<file path="src/rtl/noc2validready_handshake_adapter.sv">
// NoC ejection adapter: per-VC flit buffers fed under credit flow control,
// drained round-robin onto a single valid/ready consumer port with a VC id.
module noc2validready_handshake_adapter #(
  parameter int VirtualChannelIdWidth = 1,
  parameter int FlitWidth             = 32,
  parameter int BufferDepth           = 4
) (
  input  logic                                  clk,
  input  logic                                  rst,
  input  logic                                  noc_flit_valid_i,
  input  logic [FlitWidth-1:0]                  noc_flit_i,
  input  logic [VirtualChannelIdWidth-1:0]      noc_virtual_channel_id_i,
  output logic [(1<<VirtualChannelIdWidth)-1:0] noc_credit_o,
  output logic                                  valid,
  input  logic                                  ready,
  output logic [FlitWidth-1:0]                  data,
  output logic [VirtualChannelIdWidth-1:0]      virtual_channel_id,
  output logic                                  overflow_o,
  output logic                                  dbg_state
);

  localparam int VcW   = VirtualChannelIdWidth;
  localparam int NumVc = 1 << VcW;
  localparam int PtrW  = $clog2(BufferDepth);
  localparam int CntW  = PtrW + 1;

  localparam logic [0:0] StIdle   = 1'b0;
  localparam logic [0:0] StLocked = 1'b1;

  logic [FlitWidth-1:0] mem      [NumVc][BufferDepth];
  logic [PtrW-1:0]      wr_ptr_q [NumVc];
  logic [PtrW-1:0]      rd_ptr_q [NumVc];
  logic [CntW-1:0]      count_q  [NumVc];

  logic [0:0]       state_q;
  logic [VcW-1:0]   grant_vc_q;
  logic [VcW-1:0]   rr_ptr_q;
  logic             overflow_q;

  logic [NumVc-1:0] nonempty;
  logic [NumVc-1:0] push_vec;
  logic [NumVc-1:0] pop_vec;
  logic [VcW-1:0]   pick_vc;
  logic [VcW-1:0]   cand_vc;
  logic [VcW-1:0]   sel_vc;
  logic             pick_found;
  logic             handshake;
  logic             drop;

  always_comb begin
    nonempty = '0;
    for (int v = 0; v < NumVc; v++) begin
      nonempty[v] = (count_q[v] != '0);
    end
  end

  // Round-robin search begins one past the last served VC; the served VC
  // itself is visited last.
  always_comb begin
    pick_vc    = '0;
    pick_found = 1'b0;
    cand_vc    = '0;
    for (int i = 1; i <= NumVc; i++) begin
      cand_vc = rr_ptr_q + VcW'(i);
      if (!pick_found && nonempty[cand_vc]) begin
        pick_vc    = cand_vc;
        pick_found = 1'b1;
      end
    end
  end

  // Handshake: a flit transfers on a rising edge where valid & ready. Once
  // valid rises it stays high, and data/virtual_channel_id stay constant,
  // until that transfer happens (the grant locks while ready is low).
  assign sel_vc             = (state_q == StLocked) ? grant_vc_q : pick_vc;
  assign valid              = (state_q == StLocked) || pick_found;
  assign data               = mem[sel_vc][rd_ptr_q[sel_vc]];
  assign virtual_channel_id = sel_vc;
  assign handshake          = valid & ready;
  assign overflow_o         = overflow_q;
  assign dbg_state          = state_q;

  // A full VC still takes a flit when its head leaves in the same cycle.
  always_comb begin
    push_vec = '0;
    pop_vec  = '0;
    drop     = 1'b0;
    if (handshake) begin
      pop_vec[sel_vc] = 1'b1;
    end
    if (noc_flit_valid_i) begin
      if ((count_q[noc_virtual_channel_id_i] != CntW'(BufferDepth)) ||
          pop_vec[noc_virtual_channel_id_i]) begin
        push_vec[noc_virtual_channel_id_i] = 1'b1;
      end else begin
        drop = 1'b1;
      end
    end
  end

  always_ff @(posedge clk) begin
    if (push_vec[noc_virtual_channel_id_i]) begin
      mem[noc_virtual_channel_id_i][wr_ptr_q[noc_virtual_channel_id_i]] <= noc_flit_i;
    end
  end

  always_ff @(posedge clk or posedge rst) begin
    if (rst) begin
      for (int v = 0; v < NumVc; v++) begin
        wr_ptr_q[v] <= '0;
        rd_ptr_q[v] <= '0;
        count_q[v]  <= '0;
      end
      state_q      <= StIdle;
      grant_vc_q   <= '0;
      rr_ptr_q     <= '1;
      noc_credit_o <= '0;
      overflow_q   <= 1'b0;
    end else begin
      for (int v = 0; v < NumVc; v++) begin
        if (push_vec[v]) begin
          wr_ptr_q[v] <= wr_ptr_q[v] + 1'b1;
        end
        if (pop_vec[v]) begin
          rd_ptr_q[v] <= rd_ptr_q[v] + 1'b1;
        end
        count_q[v] <= count_q[v] + CntW'(push_vec[v]) - CntW'(pop_vec[v]);
      end
      noc_credit_o <= pop_vec;
      if (drop) begin
        overflow_q <= 1'b1;
      end
      if (handshake) begin
        state_q  <= StIdle;
        rr_ptr_q <= sel_vc;
      end else if (valid) begin
        state_q    <= StLocked;
        grant_vc_q <= sel_vc;
      end
    end
  end

endmodule
</file>
<file path="config.mk">
export PLATFORM = sky130hd
export DESIGN_NAME = noc2validready_handshake_adapter
export DESIGN_NICKNAME = d
export VERILOG_FILES = /design/src/rtl/noc2validready_handshake_adapter.sv
export SDC_FILE = /design/constraint.sdc
export NUM_CORES = 1
export LEC_CHECK = 0
export ABC_AREA = 1
export BUFFER_PORTS_ARGS = -buffer_cell sky130_fd_sc_hd__clkbuf_2
export CORE_MARGIN = 2
export CORE_UTILIZATION = 60
export DETAILED_ROUTE_END_ITERATION = 10
export GPL_TIMING_DRIVEN = 0
export PLACE_DENSITY = 0.88
export RECOVER_POWER = 25
export SLEW_MARGIN = 0
export SYNTH_ARGS = -nofsm -noshare
export SYNTH_HDL_FRONTEND = slang
export SYNTH_SLANG_ARGS = --single-unit
</file>
<file path="constraint.sdc">
create_clock -name clk -period 5.9 [get_ports clk]
set_input_delay 0 -clock clk [delete_from_list [all_inputs] [get_ports clk]]
set_output_delay 0 -clock clk [all_outputs]
set_load 0.01 [all_outputs]
</file>
==> results of run 1 <==
==> logic make-up after synthesis <==
kind of cell	Yosys count	synth area share
buffers and inverters	89	0.03728
flip-flops	276	0.6931
adder cells (fa/ha/maj)	6	0.007625
AO/OA/AOI/OAI	8	0.004236
XOR/XNOR	10	0.007413
AND/OR/NAND/NOR	729	0.2503
==> synth_stat cells, drive strengths merged <==
master  instances  area, um^2
inv            28       105.1
edfxtp        256        7687
a21oi           1       8.760
and2            1       6.260
and3            1       6.260
buf            54       309.0
nor2           16       60.06
nand2         568        2145
nand4           5       31.28
nand3         136       698.2
fa              2       40.04
a21o            1       7.510
clkbuf          7       26.28
dfrtp          19       475.5
nor3            1       5.000
nor4            1       6.260
xor2            5       43.79
xnor2           5       43.79
dfstp           1       26.28
o21ai           6       33.78
ha              4       50.05
==> layout make-up <==
class	instances	area share
plain buffers	61	0.02409
clock buffers	36	0.05320
clock inverters	13	0.007819
inverters	28	0.007549
multi-input cells	753	0.2329
flip-flops and latches	276	0.5882
well taps	265	0.02382
repair buffers	118	0.06237
==> per-layer routing <==
layer / global-route usage / wire length (um)
met1: 0.3626 / 10360
met2: 0.5091 / 15090
met3: 0.04834 / 3320
met4: 0.1283 / 1057
met5: 0 / 0
==> state kept, by name, summed over array words and instances, names as in the netlist <==
| signal | cells |
|---|---|
| dbg_state | 1 |
| rd_ptr_q | 4 |
| rr_ptr_q | 1 |
| overflow_o | 1 |
| wr_ptr_q | 4 |
| grant_vc_q | 1 |
| count_q | 6 |
| noc_credit_o | 2 |
| mem | 256 |
==> worst max-delay path, cell delays in order, from the launching register on <==
cell,delay [ps]
dfrtp_1,420
nor2_1,250
nand2_1,160
nand3_4,190
buf_6,180
nand2_1,140
nand2_2,160
nand2_1,90
nor3_2,590
buf_6,270
buf_6,180
==> worst min path at each step <==
| stage | slack (ps) | to | from | cells past startpoint |
|---|---|---|---|---|
| after floorplan | -40 | count_q[0]$_DFF_PP0_ | rst | 1 |
| after global placement | 130 | noc_credit_o[1]$_DFF_PP0_ | rst | 2 |
| after detailed placement | 140 | noc_credit_o[1]$_DFF_PP0_ | rst | 2 |
| after CTS | 80 | wr_ptr_q[1]$_DFFE_PP0P_ | noc_virtual_channel_id_i | 3 |
| after global routing | 150 | wr_ptr_q[1]$_DFFE_PP0P_ | noc_virtual_channel_id_i | 3 |
| final | 90 | wr_ptr_q[1]$_DFFE_PP0P_ | noc_virtual_channel_id_i | 3 |
==> power groups by stage <==
stage | Combinational, mW | Sequential (mW) | Clock, mW
4_1_cts | 2.82 | 2.46 | 1.66
3_5_place_dp | 2.75 | 2.50 | 0
6_report | 2.86 | 2.46 | 1.66
2_1_floorplan | 1.74 | 2.49 | 0
3_3_place_gp | 2.61 | 2.50 | 0
5_1_grt | 3.13 | 2.48 | 1.73
==> repair_timing <==
item,CTS,global route
endpoints found under the setup margin,0,0
gates resized for setup,0,0
buffers inserted,0,0
hold buffers,35,0
endpoints found under the hold margin,289,0
==> placed cells by master, fill, tap and decap left out, drive strengths merged, types with 2 or more instances in the layout <==
cell,netlist,routed
nand2,568,568
edfxtp,256,256
buf,54,64
o21ai,6,6
dlygate4sd3,0,35
nor2,16,16
fa,2,2
dfrtp,19,19
clkinv,0,11
ha,4,4
xnor2,5,5
nand3,136,136
clkbuf,7,116
xor2,5,5
nand4,5,5
inv,28,28
bufinv,0,2
==> results by group, run 1 <==
STA
  • Fin worst setup slack: about 3000 ps
  • RSZ-0062 raised after global routing: no
  • Smallest hold slack: 93.50 ps
  • Final hold violations: 0
  • Fin crit share: 0.4993
  • Final setup TNS: 0 ps
  • Max Fclk: approximately 0.34 GHz
  • Worst Max-Slew Pin Slew: roughly 760 ps
  • Slew Viols, Final: 0
  • Clock Skew: about 8.2 ps
  • Setup violators final: 0
  • Relative slew slack: 0.4883
  • Crit path time final: a little under 3000 ps

Routing
  • Routed via count: approximately 8800
  • Via-per-instance ratio: between 5 and 6
  • Drt initial violations: approximately 1200
  • Final antenna-violating net count: 0
  • Pre-antenna DRT Iters: 7
  • DRC violations left: 0
  • Wire per inst: 19.24 um
  • Final wirelength: 29820 um

Critical path
  • Worst setup path endpoint: mem[1][121]$_DFFE_PP_
  • Crit Path Class: register to register
  • CP Capture Type: register
  • Crit path from: count_q[1]$_DFF_PP0_
  • RR Endpoint: mem[1][121]$_DFFE_PP_
  • R2R setup slack: just under 3000 ps
  • CP Max Fanout: 10
  • Reg2reg start: count_q[1]$_DFF_PP0_
  • CP arrival: between 3000 and 4000 ps
  • R2R depth: 10
  • Setup crit start kind: register
  • Crit path required time: roughly 6100 ps

Clock tree
  • H-tree level count: 1
  • CTS Buf Count: 27
  • Root buffer cell: clkbuf_16
  • CTS tree: done
  • CTS Sinks: 276
  • Clock Latency Late Sink: about 530 ps
  • Longest Clk Path Bufs: 3
  • Clock-pin transition on the worst setup and hold timing paths: ~60 ps

Place
  • HPWL Detailed: 18160 um
  • Pre-CTS setup slack: 3035 ps
  • Placed inst area: about 13000 um^2
  • I/O Buffers: between 70 and 80
  • Dpl cells: between 1000 and 1500
  • Final Wtd Congestion: between 0.8 and 0.9

Power
  • Logic pwr share: 0.409
  • Clock share of power: 0.238
  • Leak Pwr: roughly 6.0 nW
  • Register share of total power: 0.353
  • Psw: roughly 2.8 mW
  • Pint: between 4 and 5 mW
  • VDD IR-drop max: around 0.33 mV
  • Sw frac: 0.3962
  • Tot Pwr: 6.977 mW
  • Power Density: between 500 and 600 nW/um^2

Floorplanning
  • Row count: around 50
  • Die area: 20830 um^2
  • Core ar.: a little under 20000 um^2
  • Number of top-level pins: 75
  • Die Y: ~140 um
  • Die X: roughly 140 um
  • Initial Util: 0.6091

Global route
  • Global route total overflow: 0
  • Vias in the first global route: roughly 8700
  • Total track usage: 0.2922
  • Largest net degree at the start of global routing: 24
  • First-pass GRT wire length: 45390 um
  • Initial antenna violation count: 0

Worst hold path
  • HP Class: primary input to register

Final layout
  • Fin cells: ~1600
  • Diodes inserted: 0
  • Filler Cell Count: ~1300
  • Fin nets: around 1300
  • Share of cells above drive strength 1: 0.1346
  • Design Area, Final: 13920 um^2
  • Final Util: 0.7177
  • Area occupied by multi-input gates: 3243 um^2
  • Reg area: just over 8000 um^2
  • Area Growth Syn to Fin: 17.83%

Logic synthesis
  • Mapped Avg Cell Area: between 10 and 15 um^2
  • Seq/Total Area, Yosys: 0.6931
  • Synthesized instance count: around 1100
  • Syn Nets: between 1000 and 1500
  • Synthesized cell area: 11820 um^2
  • Distinct cell type count after synthesis: 28
  • Register bit total from synthesis: between 200 and 300
  • Yosys warns: 0

Outcome
  • Status: complete, no violations

Flow run
  • Max_cap viols: 0
No activity file was read; power rests on OpenSTA's default activity.
==> run 2, diff against run 1 <==
clock period = 3 ns   (was 5.9 ns; I/O delays follow)
==> results by group, run 2 (synthesized netlist as in run 1, its figures left out) <==
Outcome
  • Status: complete, no violations

STA
  • Relative slew slack: 0.4869 (-0.001363)
  • Setup violators final: 0 (unchanged)
  • Final hold violations: 0 (unchanged)
  • Smallest hold slack: 68.72 ps (-24.78 ps)
  • Clock Skew: 12.08 ps (+3.907 ps)
  • Crit path time final: 2805 ps (-140.3 ps)
  • RSZ-0062 raised after global routing: no
  • Fin worst setup slack: 194.7 ps (-2760 ps)
  • Worst Max-Slew Pin Slew: 768.8 ps (+5.359 ps)
  • Fin crit share: 0.9351 (+0.4358)
  • Max Fclk: 0.3565 GHz (+5.0%)
  • Slew Viols, Final: 0 (unchanged)
  • Final setup TNS: 0 ps (unchanged)

Clock tree
  • H-tree level count: 1 (unchanged)
  • Clock-pin transition on the worst setup and hold timing paths: 60 ps (about the same)
  • CTS tree: done
  • Longest Clk Path Bufs: 3 (unchanged)
  • CTS Sinks: 276 (unchanged)
  • Clock Latency Late Sink: 560 ps (+30 ps)
  • CTS Buf Count: 27 (unchanged)
  • Root buffer cell: clkbuf_16

Power
  • Leak Pwr: 5.985 nW (+0.33%)
  • VDD IR-drop max: 0.4747 mV (+46%)
  • Power Density: 991.3 nW/um^2 (+98%)
  • Tot Pwr: 13.84 mW (+98%)

Floorplanning
  • Number of top-level pins: 75 (unchanged)
  • Initial Util: 0.6091 (unchanged)
  • Core ar.: 19400 um^2 (unchanged)
  • Row count: 51 (unchanged)
  • Die area: 20830 um^2 (unchanged)
  • Die X: 144.3 um (unchanged)
  • Die Y: 144.3 um (unchanged)

Critical path
  • CP Max Fanout: 10 (unchanged)
  • Crit Path Class: register to register
  • CP Capture Type: register
  • Crit path from: rr_ptr_q$_DFFE_PP1N_
  • Reg2reg start: rr_ptr_q$_DFFE_PP1N_
  • Crit path required time: 3460 ps (-2680 ps)
  • CP arrival: 3270 ps (+90 ps)
  • Setup crit start kind: register

Place
  • I/O Buffers: 73 (unchanged)
  • HPWL Detailed: 18750 um (+3.2%)
  • Dpl cells: 1465 (-0.068%)
  • Final Wtd Congestion: 0.8213 (-4.1%)
  • Pre-CTS setup slack: 195.5 ps (-2840 ps)
  • Placed inst area: 12770 um^2 (+0.15%)

Flow run
  • Max_cap viols: 0 (unchanged)

Global route
  • First-pass GRT wire length: 47020 um (+3.6%)
  • Total track usage: 0.3052 (+0.01296)
  • Largest net degree at the start of global routing: 27 (+13%)
  • Vias in the first global route: 8946 (+3.4%)
  • Global route total overflow: 0 (unchanged)
  • Initial antenna violation count: 0 (unchanged)

Final layout
  • Share of cells above drive strength 1: 0.1391 (+0.004453)
  • Area Growth Syn to Fin: 18.19%
  • Diodes inserted: 0 (unchanged)
  • Final Util: 0.7199 (+0.002193)
  • Fin nets: 1309 (+0.076%)
  • Leading cell type in the layout, fill and taps excluded: nand2_1
  • Fin cells: 1552 (+0.13%)
  • Max FFs per register: 256 (unchanged)
  • Commonest cells after routing, fill and taps aside: 563 x nand2_1, 256 x edfxtp_1, 134 x nand3_1, 56 x clkbuf_2, 40 x buf_2
  • Design Area, Final: 13960 um^2 (+0.31%)

Routing
  • Via-per-instance ratio: 5.821 (+2.1%)
  • DRC violations left: 0 (unchanged)
  • Pre-antenna DRT Iters: 6 (-1)
  • Final wirelength: 31050 um (+4.1%)
  • Wire per inst: 20.01 um (+4.0%)
  • Drt initial violations: 1268 (+4.9%)
  • Final antenna-violating net count: 0 (unchanged)
  • Routed via count: 9034 (+2.3%)

Worst hold path
  • Hold Path Origin: noc_virtual_channel_id_i
  • HP Class: primary input to register
run 2: cell count changes in the layout (fill, tap and decap cells not counted), sizes merged:
cell,previous run,this run
clkinvlp,0,1
clkinv,11,14
inv,28,29
buf,64,65
clkbuf,116,112
run 2: path summary, 6_finish.rpt:
kind                       slack, ps  depth (start not counted)                         to
max                              190                         14       count_q[5]$_DFF_PP0_
min                               70                          3    wr_ptr_q[1]$_DFFE_PP0P_
max reg2reg                      190                         14       count_q[5]$_DFF_PP0_
min reg2reg                      480                          1    rd_ptr_q[3]$_DFFE_PP0P_
max in group asynchronous       2370                          3  noc_credit_o[0]$_DFF_PP0_
min in group asynchronous        150                          3       count_q[2]$_DFF_PP0_
run 2: worst max-delay path, cell delays in order, from the launching register on:
cell and delay [ps]:
dfstp_2 510, inv_1 40, nor2_1 110, nand2_2 140, nand3_4 160, buf_6 180, nand2_1 130, nand2_2 140
nand3_2 140, ha_1 320, inv_1 60, ha_1 130, inv_1 50, fa_1 380, xnor2_1 210
run 2: layout make-up:
class / count / area [um^2]
inverter: 28 / 105.1
multi-input combinational: 753 / 3252
clock buffer: 32 / 694.4
fill: 1266 / 5434
sequential: 276 / 8189
timing repair buffer: 119 / 895.9
buffer: 61 / 339.1
tap: 265 / 331.6
clock inverter: 18 / 157.7
run 2: power by group:
part	total [mW]	switching [mW]	internal, mW
Combinational	5.72	3.98	1.74
Sequential	4.85	0.179	4.67
Clock	3.28	1.44	1.84
run 2: layer usage:
| layer | track usage | wire, um |
|---|---|---|
| met5 | 0 | 0 |
| met4 | 0.1400 | 1270 |
| met3 | 0.05828 | 3616 |
| met2 | 0.5181 | 15340 |
| met1 | 0.3833 | 10830 |
run 2: repair_timing:
item / CTS / global route
hold endpoints to repair: 289 / 0
resized for setup: 0 / 7
hold buffers: 35 / 0
buffers inserted: 0 / 2
setup endpoints to repair: 0 / 29
